### src/rtl/gcd_pkg.sv
// Shared types and constants for the GCD engine: FSM states, mode encoding
// and the width of the binary-mode common-power-of-two counter.
package gcd_pkg;

    typedef enum logic [1:0] {
        ST_IDLE,
        ST_CALC,
        ST_DONE
    } state_t;

    localparam logic MODE_SUB = 1'b0;
    localparam logic MODE_BIN = 1'b1;

    // k counts shared factors of two, which is at most WIDTH-1
    function automatic int k_width(input int width);
        return $clog2(width) + 1;
    endfunction

endpackage

### src/rtl/gcd_if.sv
// Operand/result handshake bundle for gcd_unit. The master drives operands and
// consumes results; the slave is the engine.
interface gcd_if #(
    parameter int WIDTH = 16,
    parameter int CNT_W = 16
);
    logic             in_valid;
    logic             in_ready;
    logic [WIDTH-1:0] a_in;
    logic [WIDTH-1:0] b_in;
    logic             mode_in;
    logic             out_valid;
    logic             out_ready;
    logic [WIDTH-1:0] gcd_out;
    logic [CNT_W-1:0] iter_out;
    logic             busy;

    modport master (
        output in_valid, a_in, b_in, mode_in, out_ready,
        input  in_ready, out_valid, gcd_out, iter_out, busy
    );

    modport slave (
        input  in_valid, a_in, b_in, mode_in, out_ready,
        output in_ready, out_valid, gcd_out, iter_out, busy
    );
endinterface

### src/rtl/gcd_datapath.sv
// Operand registers and single-step reduction logic for subtraction and
// binary (Stein) GCD; the controller decides when to load and when to step.
module gcd_datapath
    import gcd_pkg::*;
#(
    parameter int WIDTH = 16,
    parameter int K_W   = k_width(WIDTH)
) (
    input  logic             clk,
    input  logic             rst_n,
    input  logic             load,
    input  logic             step,
    input  logic             mode_in,
    input  logic [WIDTH-1:0] a_in,
    input  logic [WIDTH-1:0] b_in,
    output logic             eq,
    output logic [WIDTH-1:0] result
);
    logic [WIDTH-1:0] a_q;
    logic [WIDTH-1:0] b_q;
    logic [K_W-1:0]   k_q;
    logic             mode_q;
    logic             gt;
    logic             a_even;
    logic             b_even;

    assign eq     = (a_q == b_q);
    assign gt     = (a_q > b_q);
    assign a_even = ~a_q[0];
    assign b_even = ~b_q[0];

    // Binary mode restores the stripped common power of two on exit
    assign result = (mode_q == MODE_BIN) ? (a_q << k_q) : a_q;

    // NOTE: sequential state uses non-blocking assignments so every register
    // samples the pre-edge values of the others in the same step.
    always_ff @(posedge clk or negedge rst_n) begin
        if (!rst_n) begin
            a_q    <= '0;
            b_q    <= '0;
            k_q    <= '0;
            mode_q <= MODE_SUB;
        end else if (load) begin
            a_q    <= a_in;
            b_q    <= b_in;
            k_q    <= '0;
            mode_q <= mode_in;
        end else if (step && !eq) begin
            if (mode_q == MODE_SUB) begin
                if (gt) a_q <= a_q - b_q;
                else    b_q <= b_q - a_q;
            end else if (a_even && b_even) begin
                a_q <= a_q >> 1;
                b_q <= b_q >> 1;
                k_q <= k_q + 1'b1;
            end else if (a_even) begin
                a_q <= a_q >> 1;
            end else if (b_even) begin
                b_q <= b_q >> 1;
            end else if (gt) begin
                a_q <= (a_q - b_q) >> 1;
            end else begin
                b_q <= (b_q - a_q) >> 1;
            end
        end
    end

endmodule

### src/rtl/gcd_unit.sv
// GCD engine top: IDLE/CALC/DONE controller, saturating iteration counter and
// result register around the reduction datapath.
module gcd_unit
    import gcd_pkg::*;
#(
    parameter int WIDTH = 16,
    parameter int CNT_W = 16
) (
    input  logic clk,
    input  logic rst_n,
    gcd_if.slave bus
);
    localparam int K_W = k_width(WIDTH);

    state_t           state_q;
    logic [WIDTH-1:0] gcd_q;
    logic [CNT_W-1:0] cnt_q;
    logic             accept;
    logic             zero_op;
    logic             eq;
    logic [WIDTH-1:0] result;

    assign accept  = (state_q == ST_IDLE) && bus.in_valid;
    assign zero_op = (bus.a_in == '0) || (bus.b_in == '0);

    gcd_datapath #(
        .WIDTH (WIDTH),
        .K_W   (K_W)
    ) u_datapath (
        .clk     (clk),
        .rst_n   (rst_n),
        .load    (accept),
        .step    (state_q == ST_CALC),
        .mode_in (bus.mode_in),
        .a_in    (bus.a_in),
        .b_in    (bus.b_in),
        .eq      (eq),
        .result  (result)
    );

    always_ff @(posedge clk or negedge rst_n) begin
        if (!rst_n) begin
            state_q <= ST_IDLE;
            gcd_q   <= '0;
            cnt_q   <= '0;
        end else begin
            case (state_q)
                ST_IDLE: begin
                    if (bus.in_valid) begin
                        cnt_q <= '0;
                        if (zero_op) begin
                            gcd_q   <= bus.a_in | bus.b_in;
                            state_q <= ST_DONE;
                        end else begin
                            state_q <= ST_CALC;
                        end
                    end
                end
                ST_CALC: begin
                    if (cnt_q != {CNT_W{1'b1}}) cnt_q <= cnt_q + 1'b1;
                    if (eq) begin
                        gcd_q   <= result;
                        state_q <= ST_DONE;
                    end
                end
                ST_DONE: begin
                    if (bus.out_ready) state_q <= ST_IDLE;
                end
                default: state_q <= ST_IDLE;
            endcase
        end
    end

    assign bus.in_ready  = (state_q == ST_IDLE);
    assign bus.out_valid = (state_q == ST_DONE);
    assign bus.busy      = (state_q != ST_IDLE);
    assign bus.gcd_out   = gcd_q;
    assign bus.iter_out  = cnt_q;

endmodule

### src/flat_wrapper.sv
// flat-port wrapper written by rule: the top's interface ports become plain ports
module gcd_unit_flat import gcd_pkg::*;
#(
    parameter int WIDTH = 16,
    parameter int CNT_W = 16
)
  (clk, rst_n, bus_in_valid, bus_a_in, bus_b_in, bus_mode_in, bus_out_ready, bus_in_ready, bus_out_valid, bus_gcd_out, bus_iter_out, bus_busy);
  gcd_if #(.WIDTH(WIDTH), .CNT_W(CNT_W)) bus_i ();
  input  logic clk;
  input  logic rst_n;
  input wire logic [$bits(bus_i.in_valid)-1:0] bus_in_valid;
  input wire logic [$bits(bus_i.a_in)-1:0] bus_a_in;
  input wire logic [$bits(bus_i.b_in)-1:0] bus_b_in;
  input wire logic [$bits(bus_i.mode_in)-1:0] bus_mode_in;
  input wire logic [$bits(bus_i.out_ready)-1:0] bus_out_ready;
  output wire logic [$bits(bus_i.in_ready)-1:0] bus_in_ready;
  output wire logic [$bits(bus_i.out_valid)-1:0] bus_out_valid;
  output wire logic [$bits(bus_i.gcd_out)-1:0] bus_gcd_out;
  output wire logic [$bits(bus_i.iter_out)-1:0] bus_iter_out;
  output wire logic [$bits(bus_i.busy)-1:0] bus_busy;
  assign bus_i.in_valid = bus_in_valid;
  assign bus_i.a_in = bus_a_in;
  assign bus_i.b_in = bus_b_in;
  assign bus_i.mode_in = bus_mode_in;
  assign bus_i.out_ready = bus_out_ready;
  assign bus_in_ready = bus_i.in_ready;
  assign bus_out_valid = bus_i.out_valid;
  assign bus_gcd_out = bus_i.gcd_out;
  assign bus_iter_out = bus_i.iter_out;
  assign bus_busy = bus_i.busy;
  gcd_unit #(.WIDTH(WIDTH), .CNT_W(CNT_W)) u_core (.clk(clk), .rst_n(rst_n), .bus(bus_i));
endmodule
### config.mk
export PLATFORM = sky130hd
export DESIGN_NAME = gcd_unit_flat
export DESIGN_NICKNAME = d
export VERILOG_FILES = /design/src/rtl/gcd_pkg.sv /design/src/rtl/gcd_if.sv /design/src/rtl/gcd_datapath.sv /design/src/rtl/gcd_unit.sv /design/src/flat_wrapper.sv
export SDC_FILE = /design/constraint.sdc
export NUM_CORES = 1
export LEC_CHECK = 0
export CAP_MARGIN = 20
export CORE_MARGIN = 3
export CORE_UTILIZATION = 64
export CTS_BUF_LIST = sky130_fd_sc_hd__clkbuf_2
export DETAILED_ROUTE_END_ITERATION = 8
export PLACE_DENSITY_LB_ADDON = 0.1
export SLEW_MARGIN = 20
export SYNTH_ARGS = -nofsm -noshare
export SYNTH_HDL_FRONTEND = slang
export SYNTH_SLANG_ARGS = --single-unit
### constraint.sdc
create_clock -name clk -period 4.6 [get_ports clk]
set_clock_uncertainty 0.05 [all_clocks]
set_input_delay 0.46 -clock clk [delete_from_list [all_inputs] [get_ports clk]]
set_output_delay 0.46 -clock clk [all_outputs]
set_load 0.03 [all_outputs]
==> metrics.cfg <==
[floorplanning]
die-width_um=110
core_area_um2=10400
rows=37
fp.dieH_um=110
io_pins=72
initial_core_util_pct=66.1
die_area_um2=12000

[layout]
nets=955
layout_common_cells=nor2_1, nand2_1, dfrtp_1
fillCellCount=778
layout_commonest_cell=nor2_1
area_delta_synth_final_pct=12.1
drive_above_1_share_pct=7.11

[routing]
wl_per_cell_um=23.6
drt_first_pass_iters=8
routed_wl_um=24100
vias_per_cell=7.36
vias=7532
drc=0
dr.first_iter.drc_count=1112
ant_nets=0

[logic_synthesis]
synth_seq_cells=72
synth-warning-count=0
seq_area_frac_synth_pct=26.2
syn_inst=849
synth_area_um2=6890
syn_avg_cell_area_um2=8.11
syn_nets=923
synthArstFlopShare_pct=100
synth_edf_count=0
ys_types=83
ys.flop_type=dfrtp_1

[critical_path]
crit_type=reg -> reg
crit_chain=inv_1 -> ha_1 -> fa_1 -> nor2b_1 -> o31a_1 -> o31ai_2 -> o21ai_2 -> o22ai_1 -> nor2_1 -> buf_4 -> mux2_4
cp_slowest_stage_delay_ns=0.60
cp_slowest_cell=o21ai_2
crit_path_max_fanout=14
cp-startpoint=u_core.u_datapath.a_q[0]
cp-end-kind=register
critical_path.top_delay_family=compound AO/OA/AOI/OAI gates
worstPathRequired_ns=5.02
cp_data_arrival_time_ns=4.52
crit_buf_inv=2
worstSetupStartpointType=register
reg2reg_from=u_core.u_datapath.a_q[0]

[global_route]
grt_usage_pct=40.4
overflow=0
grt_pass1_vias=6880
grt_pass1_wl_um=37300
antenna_found_initial=0
grt_start_max_net_pins=73

[clocking]
clk_latency_ns=0.58
clockBufferDepth=2
post_cts_buffers=0
numCtsBuffers=9
root_buffer=clkbuf_2
htreeDepth=3
cts.sinks=72
cts_tree=built
clk_pin_slew_ns=0.22

[sta]
hold_viol=0
fin_tns_setup_ns=0
rsz0062_at_grt=no
slew_violations=0
setup_viol=0
max_slew.worst_pin.slew_ns=0.992
relSlewSlack_pct=33.6
min_period_ns=4.10
max_freq_ghz=0.244
fin_crit_sh_pct=89.0

[worst_hold_path]
hp-start=bus_mode_in
hold_path.class=in -> reg

[run]
max_cap_viol_count=0

[placement]
dp_hpwl_um=18000
io_buffers=71
gp_congestion=1.03

[outcome]
outcome=finished, final reports clean

## worst paths after layout
check / to / slack (ns) / cells after the start
setup reg to reg: u_core.u_datapath.a_q[8] / 0.50 / 11
hold / removal: u_core.u_datapath.mode_q / 0.36 / 3
setup / recovery: u_core.u_datapath.a_q[8] / 0.50 / 11
min in group asynchronous: u_core.u_datapath.a_q[2] / 0.49 / 2
max in group asynchronous: u_core.bus.iter_out[14] / 3.37 / 2
hold reg to reg: u_core.bus.gcd_out[7] / 0.47 / 2
## metrics by stage
stage	util, %	worst slack [ns]	cell area (um^2)	std cells	hold WS [ns]
6_report	74.1	0.504	7720	1023	0.363
5_1_grt	74.1	0.372	7720	1022	0.357
4_1_cts	74.1	0.680	7720	1022	0.357
3_5_place_dp	72.7	0.684	7580	1005	0.425
3_3_place_gp	72.7	0.892	7580	1005	0.413
2_1_floorplan	-	1.57	6890	849	0.114
## logic make-up after synthesis
group,Yosys count,share of synthesized area (%)
and+or+nand+nor,294,20.7
AOI/OAI and AO/OA,274,27.8
buffers and inverters,102,6.05
DFF,72,26.2
adders and majority gates,37,6.94
xor gates and xnor gates,35,4.45
muxes,35,7.85
## final cells by class
type | instances | area [um^2] | area share, %
multi-input combinational | 675 | 4670 | 60.5
inverter | 42 | 158 | 2.04
tap | 136 | 170 | 2.20
timing repair buffer | 81 | 786 | 10.2
sequential | 72 | 1800 | 23.4
clock inverter | 7 | 86.3 | 1.12
clock buffer | 9 | 45.0 | 0.583
antenna | 1 | 2.50 | 0.0324
## repair_timing
item                                    in CTS  in global routing
resized for setup                            0                  0
endpoints found under the setup margin       0                  0
hold buffers                                 1                  0
endpoints found under the hold margin       72                  0
## registers in the layout, summed over array words and instances, names as in the netlist
signal	cells
u_core.u_datapath.a_q	16
u_core.u_datapath.k_q	5
u_core.state_q	2
u_core.u_datapath.b_q	16
u_core.u_datapath.mode_q	1
u_core.bus.iter_out	16
u_core.bus.gcd_out	16
## worst register-to-register path, cell delays in order (launching register included)
cell     delay (ns)
dfrtp_1        0.56
inv_1          0.19
ha_1           0.29
fa_1           0.48
nor2b_1        0.18
o31a_1         0.29
o31ai_2        0.15
o21ai_2        0.60
o22ai_1        0.24
nor2_1         0.40
buf_4          0.27
mux2_4         0.32
## Yosys cell counts, types with 15 or more instances
cell type	count	area, um^2
nand3_1	24	120
nor3_1	25	125
a31oi_1	21	131
xor2_1	17	149
o21ai_0	48	240
o31ai_1	23	173
nor2_1	90	338
xnor2_1	18	158
clkbuf_1	41	154
dfrtp_1	72	1800
ha_1	35	438
a21oi_1	49	245
mux2i_1	15	150
nand4_1	15	93.8
nand2_1	73	274
inv_1	42	158
## routing by layer
layer	GRT usage (%)	wire, um	up-vias
met2	63.3	10700	648
li1	-	-	3257
met1	53.6	8960	3510
met4	16.3	1070	0
met5	0	0	-
met3	10.0	3410	117
Power is not shown: default switching activity piles up to over one toggle a cycle in this logic, so the estimate is an artifact.
